File: config.mk
export PLATFORM = sky130hd
export DESIGN_NAME = core_seq_ctrl
export DESIGN_NICKNAME = d
export VERILOG_FILES = /design/src/rtl/core_seq_ctrl.sv
export SDC_FILE = /design/constraint.sdc
export NUM_CORES = 1
export LEC_CHECK = 0
export ABC_AREA = 1
export ABC_CLOCK_PERIOD_IN_PS = 2550
export CORE_MARGIN = 2
export CORE_UTILIZATION = 55
export DETAILED_ROUTE_END_ITERATION = 8
export GPL_ROUTABILITY_DRIVEN = 0
export PLACE_DENSITY = 0.81
export SLEW_MARGIN = 20
export SYNTH_ARGS = -nofsm -noshare
export SYNTH_HDL_FRONTEND = slang
export SYNTH_SLANG_ARGS = --single-unit
export TNS_END_PERCENT = 30
File: constraint.sdc
create_clock -name clk -period 2.55 [get_ports clk]
set_input_delay 0.51 -clock clk [delete_from_list [all_inputs] [get_ports clk]]
set_output_delay 0.51 -clock clk [all_outputs]
set_load 0.005 [all_outputs]
File: src/rtl/core_seq_ctrl.sv
// Read sequencer for one compute core: issues paired lbuf/abuf reads for
// cfg_out_num outputs of cfg_acc_num pairs each, then drains and pulses done.
module core_seq_ctrl #(
  parameter int CDATA_BIT = 8,
  parameter int OCNT_BIT  = 12,
  parameter int DRAIN_CYC = 8
) (
  input  logic                 clk,
  input  logic                 rstn,
  input  logic                 start,
  input  logic [CDATA_BIT-1:0] cfg_acc_num,
  input  logic [OCNT_BIT-1:0]  cfg_out_num,
  input  logic                 cfg_reuse,
  input  logic                 lbuf_empty,
  input  logic                 abuf_empty,
  input  logic                 abuf_reuse_empty,
  output logic                 lbuf_ren,
  output logic                 abuf_ren,
  output logic                 abuf_reuse_ren,
  output logic                 abuf_reuse_rst,
  output logic                 busy,
  output logic                 done,
  output logic [CDATA_BIT-1:0] word_cnt,
  output logic [OCNT_BIT-1:0]  out_cnt
);

  // state | meaning
  // IDLE  | waiting for start; the accepted start is acted on one cycle later
  // FETCH | issuing read pairs for the current output
  // NEXT  | one-cycle bubble between outputs, rewinds the reuse pointer
  // DRAIN | waiting for the MAC/ACC/quant pipeline to empty
  // DONE  | one-cycle completion pulse
  typedef enum logic [2:0] {
    ST_IDLE  = 3'd0,
    ST_FETCH = 3'd1,
    ST_NEXT  = 3'd2,
    ST_DRAIN = 3'd3,
    ST_DONE  = 3'd4
  } state_t;

  localparam logic [7:0] DRAIN_LOAD = 8'(DRAIN_CYC - 1);

  state_t               r_state;
  state_t               w_state_nxt;
  logic                 r_start_q;
  logic [CDATA_BIT-1:0] r_acc_num;
  logic [OCNT_BIT-1:0]  r_out_num;
  logic                 r_reuse;
  logic [CDATA_BIT-1:0] r_word_cnt;
  logic [OCNT_BIT-1:0]  r_out_cnt;
  logic [7:0]           r_drain_cnt;

  logic w_start_acc;
  logic w_use_abuf;
  logic w_src_empty;
  logic w_issue;
  logic w_word_last;
  logic w_out_last;
  logic w_cfg_zero;

  // Start is accepted only in IDLE and only once per launch.
  assign w_start_acc = (r_state == ST_IDLE) && start && !r_start_q;
  assign w_use_abuf  = (r_out_cnt == '0) || !r_reuse;
  assign w_src_empty = w_use_abuf ? abuf_empty : abuf_reuse_empty;
  assign w_issue     = (r_state == ST_FETCH) && !lbuf_empty && !w_src_empty;
  assign w_word_last = (r_word_cnt == (r_acc_num - CDATA_BIT'(1)));
  assign w_out_last  = (r_out_cnt == (r_out_num - OCNT_BIT'(1)));
  assign w_cfg_zero  = (r_acc_num == '0) || (r_out_num == '0);

  always_ff @(posedge clk or negedge rstn) begin
    if (!rstn) begin
      r_state <= ST_IDLE;
    end else begin
      r_state <= w_state_nxt;
    end
  end

  always_comb begin
    w_state_nxt    = r_state;
    lbuf_ren       = 1'b0;
    abuf_ren       = 1'b0;
    abuf_reuse_ren = 1'b0;
    abuf_reuse_rst = 1'b0;
    busy           = 1'b1;
    done           = 1'b0;
    case (r_state)
      ST_IDLE: begin
        busy = 1'b0;
        if (r_start_q) begin
          w_state_nxt = w_cfg_zero ? ST_DONE : ST_FETCH;
        end
      end
      ST_FETCH: begin
        lbuf_ren       = w_issue;
        abuf_ren       = w_issue && w_use_abuf;
        abuf_reuse_ren = w_issue && !w_use_abuf;
        if (w_issue && w_word_last) begin
          w_state_nxt = w_out_last ? ST_DRAIN : ST_NEXT;
        end
      end
      ST_NEXT: begin
        abuf_reuse_rst = r_reuse;
        w_state_nxt    = ST_FETCH;
      end
      ST_DRAIN: begin
        if (r_drain_cnt == 8'd0) begin
          w_state_nxt = ST_DONE;
        end
      end
      ST_DONE: begin
        done        = 1'b1;
        w_state_nxt = ST_IDLE;
      end
      default: begin
        busy        = 1'b0;
        w_state_nxt = ST_IDLE;
      end
    endcase
  end

  always_ff @(posedge clk or negedge rstn) begin
    if (!rstn) begin
      r_start_q <= 1'b0;
      r_acc_num <= '0;
      r_out_num <= '0;
      r_reuse   <= 1'b0;
    end else begin
      r_start_q <= w_start_acc;
      if (w_start_acc) begin
        r_acc_num <= cfg_acc_num;
        r_out_num <= cfg_out_num;
        r_reuse   <= cfg_reuse;
      end
    end
  end

  // Counters hold on stalled cycles; the word counter parks at acc_num-1
  // after the final pair so it never wraps.
  always_ff @(posedge clk or negedge rstn) begin
    if (!rstn) begin
      r_word_cnt <= '0;
      r_out_cnt  <= '0;
    end else if (w_start_acc) begin
      r_word_cnt <= '0;
      r_out_cnt  <= '0;
    end else if (w_issue) begin
      if (!w_word_last) begin
        r_word_cnt <= r_word_cnt + CDATA_BIT'(1);
      end else if (!w_out_last) begin
        r_word_cnt <= '0;
        r_out_cnt  <= r_out_cnt + OCNT_BIT'(1);
      end
    end
  end

  // Drain timer: down-counter loaded on the last pair, terminal count at 0.
  always_ff @(posedge clk or negedge rstn) begin
    if (!rstn) begin
      r_drain_cnt <= 8'd0;
    end else if (w_issue && w_word_last && w_out_last) begin
      r_drain_cnt <= DRAIN_LOAD;
    end else if ((r_state == ST_DRAIN) && (r_drain_cnt != 8'd0)) begin
      r_drain_cnt <= r_drain_cnt - 8'd1;
    end
  end

  assign word_cnt = r_word_cnt;
  assign out_cnt  = r_out_cnt;

endmodule

==> flow_metrics.env, run 1 <==
export IMPL_clock_latency_ns=0.32
export IMPL_core_um2=6422
export IMPL_cts_hold_buf=0
export IMPL_cts_root_buf="clkbuf_8"
export IMPL_antennaDiodeCount=0
export IMPL_max_freq_mhz=414.0
export IMPL_initial_utilization_pct=57.59
export IMPL_die_area_um2=7397
export IMPL_synth_edff_count=0
export IMPL_worstMarginPinSlew_ns=0.6096
export IMPL_finalSetupViolCount=0
export IMPL_arrival_ns=1.91
export IMPL_utilization_pct=70.13
export IMPL_power_frac_comb_pct=7.3
export IMPL_synthFlopType="dfrtp_1"
export IMPL_period_share_pct=94.71
export IMPL_slew_violations=0
export IMPL_p_switching_uw=359.6
export IMPL_intPower_uw=1203
export IMPL_antenna_left=0
export IMPL_drtPass1Iterations=5
export IMPL_cp_required_ns=2.04
export IMPL_area_growth_pct=21.79
export IMPL_nNetsFinal=656
export IMPL_leakagePower_uw=0.002222
export IMPL_vias_per_cell=5.340
export IMPL_crit_path_frequent_cell="nand3_1"
export IMPL_gr_usage_all_layers_pct=27.03
export IMPL_cp_slowest_cell="dfrtp_1"
export IMPL_syn_inst=559
export IMPL_finalClockSkew_ns=0.008891
export IMPL_vdd_drop_max_mv=0.2346
export IMPL_synthArstFlopShare_pct=100.0
export IMPL_p_seq_share_pct=54.7
export IMPL_power_switching_share_pct=23.01
export IMPL_finalHoldViolCount=0
export IMPL_path_max_fanout=3
export IMPL_synth_nets=594
export IMPL_synth_seq_area_share_pct=35.86
export IMPL_io_buffer_count=52
export IMPL_route_detailed_drc=0
export IMPL_pwr_share_clk_pct=37.9
export IMPL_maxCapViolations=0
export IMPL_ys_ff_latch=53
export IMPL_drive_above_1_share_pct=9.807
export IMPL_fin_tns_setup_ns=0
export IMPL_regArea_um2=1330
export IMPL_cts_made_buffers=5
export IMPL_post_drt_wl_per_cell_um=13.33
export IMPL_rsz0062_at_grt="false"
export IMPL_synth_distinct_cells=31
export IMPL_design_area_um2=4504
export IMPL_rows=29
export IMPL_crit_path_end_kind="output port"
export IMPL_worstSetupPathType="flop to output port"
export IMPL_synth_top_area_share_pct=35.86
export IMPL_crit_chain="inv_2 > ha_1 > nand3_1 > nor2_2 > nand2_2 > nand3_1 > nand3_2 > buf_4 > nor2_1 > clkdlybuf4s15_1"
export IMPL_yosys_warnings=0
export IMPL_grt_pass1_vias=3641
export IMPL_worstHoldPathType="input pin to asynchronous set/reset pin"
export IMPL_die_h_um=86.01
export IMPL_grt_pass1_wl_um=16200
export IMPL_htree_num_levels=2
export IMPL_grt_max_degree=33
export IMPL_die_w_um=86.01
export IMPL_vias=3733
export IMPL_period_minus_slack_ns=2.415
export IMPL_antenna_found_initial=0
export IMPL_syn_avg_cell_area_um2=6.616
export IMPL_overflow=0
export IMPL_drt_iter0_markers=229
export IMPL_cts_sinks=53
export IMPL_clk_pin_slew_worst_paths_ns=0.10
export IMPL_n_fill_cell=577
export IMPL_power_density_nw_per_um2=346.9
export IMPL_io_pins=53
export IMPL_max_slew_margin_pct=59.36
export IMPL_cpPeakStageDelay_ns=0.40
export IMPL_crit_path_start_kind="flop"
export IMPL_syn_area_um2=3699
export IMPL_wl_um=9317
export IMPL_synth_area_leaders="dfrtp_1, nand2_1, nand3_1"
export IMPL_cts_tree="yes"
export IMPL_cts_buffer_depth=2
export IMPL_hpwl_um=7097
export IMPL_outcome="completed"
export IMPL_synth_area_leader_cell="dfrtp_1"
export IMPL_multi_input_area_um2=2047
export IMPL_place_area_um2=4345
final cells by class:
| class | count | area share [%] |
|---|---|---|
| multi-input cells | 419 | 45.44 |
| flip-flops and latches | 53 | 29.53 |
| repair buffers | 66 | 14.08 |
| inverters | 76 | 6.333 |
| well taps | 77 | 2.139 |
| clock buffers | 6 | 1.611 |
| clock inverters | 2 | 0.8611 |
critical path: cells and delay by family, from the launching register on:
kind / cells / cell delay, ns
flops: 1 / 0.40
simple gates: 6 / 0.62
fa+ha+maj: 1 / 0.14
buf+inv: 3 / 0.43
metal layers:
layer | track usage, % | wire length [µm] | vias to the layer above
met1 | 36.66 | 4224 | 1735
met4 | 7.792 | 115 | 0
met5 | 0 | 0 | -
met2 | 44.61 | 4434 | 109
met3 | 4.427 | 543 | 12
li1 | - | - | 1877
registers in the layout, indices dropped and copies added (netlist names):
register     count
r_state          3
r_start_q        1
r_drain_cnt      8
r_acc_num        8
r_reuse          1
out_cnt         12
word_cnt         8
r_out_num       12
cell families (layout without fill, tap and decap cells):
family | after synthesis | count (layout) | synth area share (%)
xor gates and xnor gates | 23 | 23 | 5.650
AOI/OAI and AO/OA | 39 | 39 | 5.481
buffers and inverters | 87 | 150 | 9.337
DFF | 53 | 53 | 35.86
and+or+nand+nor | 349 | 349 | 40.97
adders and majority gates | 8 | 8 | 2.706
synthesized netlist by cell type, types with 2 or more instances:
| cell type | number |
|---|---|
| a21oi_1 | 9 |
| buf_2 | 9 |
| dfrtp_1 | 53 |
| ha_1 | 8 |
| inv_1 | 66 |
| inv_2 | 9 |
| nand2_1 | 190 |
| nand2_2 | 4 |
| nand3_1 | 57 |
| nand3b_1 | 5 |
| nand4_1 | 10 |
| nor2_1 | 59 |
| nor2_2 | 7 |
| nor3_1 | 9 |
| nor3_2 | 2 |
| o21ai_0 | 24 |
| o21ai_1 | 3 |
| or2_2 | 2 |
| xnor2_1 | 9 |
| xor2_1 | 13 |
power by group through the flow:
stage	registers, µW	logic (µW)	clock network (µW)
after detailed placement	871	115	0
after CTS	855	116	603
final	855	115	592
after floorplan	870	34.6	0
after global placement	871	113	0
after global routing	856	129	629
path summary, 6_finish.rpt:
check	from	endpoint	slack (ns)	cells past startpoint
setup / recovery	out_cnt[0]	abuf_reuse_ren	0.13	10
hold / removal	rstn	r_drain_cnt[5]	0.19	1
setup reg to reg	r_acc_num[0]	r_drain_cnt[5]	0.29	15
hold reg to reg	r_drain_cnt[2]	r_drain_cnt[2]	0.55	2
max in group asynchronous	rstn	out_cnt[3]	1.79	2
min in group clk	r_drain_cnt[2]	r_drain_cnt[2]	0.55	2
cell usage in the layout, fill, tap and decap left out, types with 2 or more instances in the layout:
cell	netlist	routed
nor3_1	9	8
ha_1	8	7
or2_2	2	2
nand2_1	190	188
nand3_1	57	57
inv_1	66	64
nand3b_1	5	5
nor2_1	59	58
o21ai_0	24	24
dfrtp_2	0	3
xnor2_1	9	9
nand2_2	4	5
buf_4	0	13
nor2_2	7	8
clkdlybuf4s50_1	0	48
nand4_1	10	10
xor2_1	13	13
o21ai_1	3	3
inv_2	9	11
nor3_2	2	3
clkbuf_8	0	5
dfrtp_1	53	50
a21oi_1	9	9
per-stage QoR:
stage	cells	power (µW)	setup WS [ns]	hold WS, ns
2_1_floorplan	559	904.2	0.6401	0.2144
3_3_place_gp	688	984.1	0.2323	0.5237
3_5_place_dp	688	985.6	0.2098	0.5234
4_1_cts	698	1573	0.02389	0.2080
5_1_grt	699	1615	0.003525	0.2339
6_report	699	1562	0.1348	0.1870
timing repair:
action | in CTS | in global routing
pin swaps | 3 | 1
endpoints found under the setup margin | 3 | 17
endpoints found under the hold margin | 0 | 0
resized for setup | 7 | 8
buffers inserted | 2 | 1
Power figures use the tool's default switching activity.
==> run 2, diff against run 1 <==
--- a/config.mk
+++ b/config.mk
@@ -6,11 +6,12 @@
 export NUM_CORES = 1
 export LEC_CHECK = 0
 export ABC_AREA = 1
-export ABC_CLOCK_PERIOD_IN_PS = 2550
+export ABC_CLOCK_PERIOD_IN_PS = 2250
 export CORE_MARGIN = 2
 export CORE_UTILIZATION = 55
 export DETAILED_ROUTE_END_ITERATION = 8
 export GPL_ROUTABILITY_DRIVEN = 0
+export GPL_TIMING_DRIVEN = 1
 export PLACE_DENSITY = 0.81
 export SLEW_MARGIN = 20
 export SYNTH_ARGS = -nofsm -noshare
==> constraint.sdc (replaced) <==
create_clock -name clk -period 2.25 [get_ports clk]
set_input_delay 0.45 -clock clk [delete_from_list [all_inputs] [get_ports clk]]
set_output_delay 0.45 -clock clk [all_outputs]
set_load 0.005 [all_outputs]
==> run 2 against run 1 <==
Against the previous run: sequential share of layout area is 1.6 points lower; non-clock buffer count is 22 higher; global-route usage is 0.81 points lower; largest power group unchanged.
==> flow_metrics.env, run 2 (synthesis gave the netlist of run 1 again) <==
export IMPL_final_common_cell="nand2_1"
export IMPL_core_um2=6422
export IMPL_total_power_uw=1693
export IMPL_setup_ws_ns=0.04971
export IMPL_wl_um=9651
export IMPL_wl_met2_um=4583
export IMPL_cts_root_buf="clkbuf_8"
export IMPL_wl_met1_um=4326
export IMPL_cp_slowest_cell="dfrtp_1"
export IMPL_antennaDiodeCount=0
export IMPL_worstMarginPinSlew_ns=0.5325
export IMPL_fin_tns_setup_ns=0
export IMPL_drtPass1Iterations=5
export IMPL_vdd_drop_max_mv=0.3443
export IMPL_grt_pass1_vias=3576
export IMPL_antenna_left=0
export IMPL_final_cell_mix="nand2_1, inv_1, nor2_1"
export IMPL_period_share_pct=97.79
export IMPL_leakagePower_uw=0.002313
export IMPL_top_layer_used="met4"
export IMPL_hpwl_um=7211
export IMPL_overflow=0
export IMPL_io_buffer_count=52
export IMPL_post_place_ws_ns=-0.02549
export IMPL_post_drt_wl_per_cell_um=13.35
export IMPL_crit_path_frequent_cell="nand2_2"
export IMPL_htree_num_levels=2
export IMPL_nNetsFinal=680
export IMPL_max_freq_mhz=454.5
export IMPL_arrival_ns=1.75
export IMPL_cts_buffer_depth=2
export IMPL_io_pins=53
export IMPL_rsz0062_at_grt="true"
export IMPL_max_slew_margin_pct=64.50
export IMPL_n_fill_cell=514
export IMPL_cpPeakStageDelay_ns=0.41
export IMPL_period_minus_slack_ns=2.200
export IMPL_worstSetupPathType="flop to output port"
export IMPL_die_h_um=86.01
export IMPL_route_detailed_drc=0
export IMPL_initial_utilization_pct=57.59
export IMPL_slew_violations=0
export IMPL_cts_made_buffers=5
export IMPL_cp_required_ns=1.80
export IMPL_crit_chain="inv_2 > ha_4 > nand3_4 > nor2_4 > nand2_2 > nand2_2 > nand2_2 > nand3_4 > buf_6 > inv_2 > nand2_1 > inv_1 > clkbuf_2"
export IMPL_vias=3939
export IMPL_worstHoldPathType="input pin to asynchronous set/reset pin"
export IMPL_area_growth_pct=28.32
export IMPL_vias_per_cell=5.448
export IMPL_crit_path_start_kind="flop"
export IMPL_finalHoldViolCount=0
export IMPL_wl_met3_um=604
export IMPL_crit_path_end_kind="output port"
export IMPL_cts_hold_buf=0
export IMPL_r2r_setup_slack_ns=0.12
export IMPL_grt_max_degree=34
export IMPL_antenna_found_initial=0
export IMPL_finalSetupViolCount=0
export IMPL_clock_latency_ns=0.31
export IMPL_clk_pin_slew_worst_paths_ns=0.11
export IMPL_maxCapViolations=0
export IMPL_die_area_um2=7397
export IMPL_cts_tree="yes"
export IMPL_die_w_um=86.01
export IMPL_drive_above_1_share_pct=15.17
export IMPL_path_max_fanout=3
export IMPL_rows=29
export IMPL_outcome="completed"
export IMPL_gr_usage_all_layers_pct=26.22
export IMPL_power_density_nw_per_um2=356.8
export IMPL_drt_iter0_markers=245
export IMPL_cts_sinks=53
export IMPL_finalClockSkew_ns=0.007883
export IMPL_grt_pass1_wl_um=15810
==> run 2: worst paths after layout <==
kind                                      from  cells past startpoint        endpoint
worst min-delay path                      rstn                      1    r_acc_num[2]
worst max register to register      out_cnt[1]                     14      out_cnt[7]
max in group asynchronous                 rstn                      2     out_cnt[10]
worst max-delay path                out_cnt[1]                     13        abuf_ren
min in group clk                r_drain_cnt[2]                      2  r_drain_cnt[2]
worst min register to register  r_drain_cnt[2]                      2  r_drain_cnt[2]
==> run 2: layer usage <==
metal	vias to the layer above	global-route usage, %
met2	157	43.69
li1	1924	-
met3	18	4.139
met1	1840	36.50
met5	-	0
met4	0	4.762
==> run 2: critical path, delay by kind of cell (launching register included) <==
kind	cells	cell delay [ns]
buffers and inverters	5	0.37
AND/OR/NAND/NOR	7	0.54
flip-flops	1	0.41
adder cells (fa/ha/maj)	1	0.14
==> run 2: stage by stage <==
step                      instance area [µm²]  util (%)  instances  hold slack [ns]
after floorplan                          3699         -        559           0.1544
after global placement                   4461     69.45        705           0.4605
after detailed placement                 4461     69.45        705           0.4654
after CTS                                4634     72.16        719           0.1154
after global routing                     4746     73.89        723           0.1170
final                                    4746     73.89        723          0.09672
==> run 2: power breakdown <==
part / leakage (µW) / internal, µW / switching, µW
Clock: 0.0000452 / 228 / 355
Combinational: 0.00167 / 77.0 / 71.1
Sequential: 0.000595 / 958 / 3.81
==> run 2: final cells by class <==
| cell class | count | area [µm²] | share of cell area (%) |
|---|---|---|---|
| Tap cell | 77 | 96.34 | 2.030 |
| Sequential cell | 53 | 1326 | 27.95 |
| Clock inverter | 3 | 25.02 | 0.5273 |
| Timing Repair Buffer | 88 | 785.8 | 16.56 |
| Inverter | 76 | 285.3 | 6.011 |
| Clock buffer | 5 | 68.82 | 1.450 |
| Multi-Input combinational cell | 421 | 2158 | 45.48 |
==> run 2: repair_timing <==
item / in CTS / in global routing
setup buffers: 6 / 4
resized for setup: 17 / 27
endpoints found under the setup margin: 3 / 33
pin swaps: 6 / 8
cloned: 0 / 3
==> run 3, diff against run 2 <==
--- a/config.mk
+++ b/config.mk
@@ -11,7 +11,7 @@
 export CORE_UTILIZATION = 55
 export DETAILED_ROUTE_END_ITERATION = 8
 export GPL_ROUTABILITY_DRIVEN = 0
-export GPL_TIMING_DRIVEN = 1
+export GPL_TIMING_DRIVEN = 0
 export PLACE_DENSITY = 0.81
 export SLEW_MARGIN = 20
 export SYNTH_ARGS = -nofsm -noshare
==> run 3 against run 2 <==
Against the previous run: clock power is 1% lower; critical path depth shrank 4; die area stayed put; sequential power grew 0.5%; clock skew up 0.0091 ns; maximum frequency down 0.99%; combinational power fell by 6%; largest cell class unchanged; highest routed layer unchanged.
==> flow_metrics.env, run 3 (synthesis gave the netlist of run 1 again) <==
export IMPL_outcome="completed"
export IMPL_slew_violations=0
export IMPL_crit_path_frequent_cell="nand3_2"
export IMPL_drtPass1Iterations=5
export IMPL_cts_root_buf="clkbuf_8"
export IMPL_vias=3880
export IMPL_grt_pass1_vias=3603
export IMPL_cp_required_ns=1.80
export IMPL_regArea_um2=1338
export IMPL_vdd_drop_max_mv=0.2374
export IMPL_cts_hold_buf=0
export IMPL_post_drt_wl_per_cell_um=13.59
export IMPL_finalSetupViolCount=0
export IMPL_route_detailed_drc=0
export IMPL_post_place_ws_ns=-0.2878
export IMPL_hpwl_um=7111
export IMPL_crit_path_end_kind="output port"
export IMPL_crit_path_start_kind="flop"
export IMPL_die_h_um=86.01
export IMPL_die_w_um=86.01
export IMPL_cts_sinks=53
export IMPL_worstHoldPathType="input pin to asynchronous set/reset pin"
export IMPL_wl_um=9773
export IMPL_cts_buffer_depth=2
export IMPL_rsz0062_at_grt="true"
export IMPL_grt_pass1_wl_um=16030
export IMPL_final_cells=719
export IMPL_final_cell_mix="nand2_1, inv_1, nor2_1, nand3_1, clkdlybuf4s50_1"
export IMPL_worstSetupPathType="flop to output port"
export IMPL_drive_above_1_share_pct=16.67
export IMPL_fin_tns_setup_ns=0
export IMPL_die_area_um2=7397
export IMPL_io_pins=53
export IMPL_rows=29
export IMPL_power_density_nw_per_um2=354.5
export IMPL_antenna_left=0
export IMPL_critPathBufInv=2
export IMPL_area_growth_pct=28.35
export IMPL_nNetsFinal=676
export IMPL_cts_made_buffers=5
export IMPL_arrival_ns=1.77
export IMPL_antenna_found_initial=0
export IMPL_n_fill_cell=514
export IMPL_finalClockSkew_ns=0.01694
export IMPL_multi_input_area_um2=2160
export IMPL_leakagePower_uw=0.002289
export IMPL_cp_top_family="simple AND/OR/NAND/NOR gates"
export IMPL_place_area_um2=4313
export IMPL_overflow=0
export IMPL_drt_iter0_markers=251
export IMPL_vias_per_cell=5.396
export IMPL_io_buffer_count=52
export IMPL_path_max_fanout=4
export IMPL_period_minus_slack_ns=2.222
export IMPL_cp_slowest_cell="dfrtp_2"
export IMPL_htree_num_levels=2
export IMPL_initial_utilization_pct=57.59
export IMPL_gr_usage_all_layers_pct=26.95
export IMPL_antennaDiodeCount=0
export IMPL_setup_ws_ns=0.02776
export IMPL_cpPeakStageDelay_ns=0.42
export IMPL_worstMarginPinSlew_ns=0.6748
export IMPL_max_slew_margin_pct=55.02
export IMPL_grt_max_degree=54
export IMPL_clock_latency_ns=0.32
export IMPL_crit_chain="inv_2 > ha_4 > nand3_2 > nor2_2 > nand2_2 > nand3_2 > nand3_4 > nor2_1 > dlygate4sd2_1"
export IMPL_final_common_cell="nand2_1"
export IMPL_max_freq_mhz=450.0
export IMPL_period_share_pct=98.77
export IMPL_clk_pin_slew_worst_paths_ns=0.11
export IMPL_cts_tree="yes"
export IMPL_design_area_um2=4747
export IMPL_maxCapViolations=0
export IMPL_finalHoldViolCount=0
export IMPL_dp_cells=688
export IMPL_core_um2=6422
[run 3: cell types whose count changed in the layout (fill, tap and decap cells not counted), sizes merged]
cell	previous run	this run
buf	37	31
clkbuf	8	10
clkdlybuf4s15	0	1
clkinv	1	2
dlygate4sd2	0	1
inv	77	76
nand2	195	194
nand4	12	11
[run 3: final timing paths]
| path | from | to | slack, ns | cells after the start |
|---|---|---|---|---|
| worst max-delay path | out_cnt[1] | abuf_reuse_ren | 0.03 | 9 |
| worst min-delay path | rstn | r_acc_num[1] | 0.15 | 1 |
| worst max register to register | r_acc_num[1] | out_cnt[4] | 0.11 | 13 |
| worst min register to register | r_drain_cnt[0] | r_drain_cnt[0] | 0.54 | 2 |
| max in group asynchronous | rstn | out_cnt[7] | 1.59 | 1 |
| min in group clk | r_drain_cnt[0] | r_drain_cnt[0] | 0.54 | 2 |
[run 3: layer usage]
layer / share of wire [%] / GRT usage [%] / up-vias / routed length [µm]
met1: 45 / 37.60 / 1779 / 4409
met4: 2.0 / 7.937 / 0 / 200
li1: - / - / 1920 / -
met2: 46 / 43.90 / 157 / 4488
met5: 0 / 0 / - / 0
met3: 6.9 / 3.465 / 24 / 675
[run 3: power by group]
part	switching [µW]	total [µW]	internal (µW)
Sequential	8.52	967	959
Clock	351	576	226
Combinational	65.5	139	73.8
[run 3: layout make-up]
type                            instances  share of cell area, %
Multi-Input combinational cell        419                  45.49
Sequential cell                        53                  28.18
Clock buffer                            5                  1.450
Buffer                                 10                  1.581
Inverter                               76                  6.168
Tap cell                               77                  2.030
Clock inverter                          3                 0.5271
Timing Repair Buffer                   76                  14.58
[run 3: stage by stage]
step | utilization, % | power, µW | hold slack (ns)
final | 73.91 | 1683 | 0.1479
after CTS | 71.21 | 1688 | 0.1817
after detailed placement | 67.15 | 1112 | 0.5096
after global routing | 73.91 | 1736 | 0.2166
after global placement | 67.19 | 1110 | 0.5136
after floorplan | - | 1025 | 0.1544
[run 3: what timing repair did]
action                                 4_1_cts  5_1_grt
pin swaps                                    8        6
setup buffers                               12       12
cloned                                       0        0
endpoints found under the hold margin        0        0
setup endpoints to repair                   21       41
gates resized for setup                     35       25
==> RTL change: new RTL, settings of run 1 <==
Encoding of `state_t`: now one-hot (5 bits for 5 states).
--- a/src/rtl/core_seq_ctrl.sv
+++ b/src/rtl/core_seq_ctrl.sv
@@ -31,10 +31,10 @@
   // DRAIN | waiting for the MAC/ACC/quant pipeline to empty
   // DONE  | one-cycle completion pulse
-  typedef enum logic [2:0] {
-    ST_IDLE  = 3'd0,
-    ST_FETCH = 3'd1,
-    ST_NEXT  = 3'd2,
-    ST_DRAIN = 3'd3,
-    ST_DONE  = 3'd4
+  typedef enum logic [4:0] {
+    ST_IDLE  = 5'b00001,
+    ST_FETCH = 5'b00010,
+    ST_NEXT  = 5'b00100,
+    ST_DRAIN = 5'b01000,
+    ST_DONE  = 5'b10000
   } state_t;
 
Formal check against the unedited RTL: no difference found for any inputs over 10 cycles, from zero or initial values and one cycle with rstn low; not proved beyond that.
==> RTL change against run 1 <==
Routed wire length is 8.2% lower; area after synthesis is 2.6% higher; core utilization is 1.6 points lower; sequential cell count is 2 higher; worst setup slack worse by 0.011 ns; final area is 2.3% higher; critical path type unchanged; highest routed layer unchanged.
Power is not compared: it rests on default switching activity, and its combinational part moved more than twofold at a synthesized area within 25%.
==> RTL change: results (changes against run 1) <==
[metrics] share of post-route cells with drive strength above 1: 14.5% (+4.7 points)
[metrics] sequential cell area in the final layout: 1380 um2 (+4.0%)
[metrics] detailed placement HPWL: 6630 um (-6.6%)
[metrics] sequential cell area fraction in the yosys report: 36.3% (+0.45 points)
[metrics] worst rel slew slack: 54.7% (-4.7 points)
[metrics] area of the multi-input gates: 2110 um2 (+3.0%)
[metrics] via count: 3494 (-6.4%)
[metrics] reg2reg end: out_cnt[1]
[metrics] post-place instance area: 4440 um2 (+2.1%)
[metrics] number of global-route vias before repair: 3378 (-7.2%)
[metrics] FF-to-FF setup slack: 0.31 ns (+0.02 ns)
[metrics] comb_multi_in: 387 (-7.6%)
[metrics] outcome: completed
[metrics] sequential fraction of total cell area: 30.0% (+0.49 points)
[metrics] met1 wire length: 3750 um (-11%)
[metrics] maximum number of pins on one net before global-route repair: 39 (+18%)
[metrics] post-place setup slack: 0.218 ns (+0.00830 ns)
[metrics] Fillers: 589 (+2.1%)
[metrics] ranking of synthesized cells by area: dfrtp_1 36%, nand2_1 15%, inv_1 6.2%, nand3_1 6.1%, xor2_1 5.3%
[metrics] number of sinks handled by clock tree synthesis: 55 (+3.8%)
[metrics] worst flop-to-flop path startpoint: r_out_num[0]
[metrics] Worst Hold Margin: 0.227 ns (+0.0403 ns)
[metrics] count of distinct cell types in the synthesized netlist: 33 (+6.5%)
[metrics] routed wl met2: 4280 um (-3.5%)
[metrics] fraction of met3 tracks used by global routing: 3.60% (-0.83 points)
[metrics] met2 global-route usage: 42.9% (-1.7 points)
[metrics] met1 demand-to-capacity share in global routing: 30.9% (-5.8 points)
==> RTL change: cell count changes in the layout (fill, tap and decap cells not counted), sizes merged, moves of 3 or more <==
cell / before / now
a21oi: 9 / 2
inv: 75 / 69
nand2: 194 / 161
nand4: 11 / 15
nor2: 67 / 58
nor3: 11 / 8
nor4: 1 / 5
xor2: 13 / 23
==> RTL change: through the flow <==
stage | power, mW | instances | setup TNS [ns] | utilization, %
finish | 3.61 | 665 | 0 | 68.5
detailed placement | 3.03 | 653 | 0 | 66.0
floorplan | 2.58 | 523 | 0 | -
global placement | 2.96 | 653 | 0 | 66.0
CTS | 3.62 | 664 | 0 | 68.0
global route | 3.92 | 665 | -0.0469 | 68.5
==> RTL change: timing repair <==
action                                  CTS  global route
pin swaps                                 3             2
endpoints found under the setup margin    3             5
buffers inserted                          3             1
gates resized for setup                   9             7
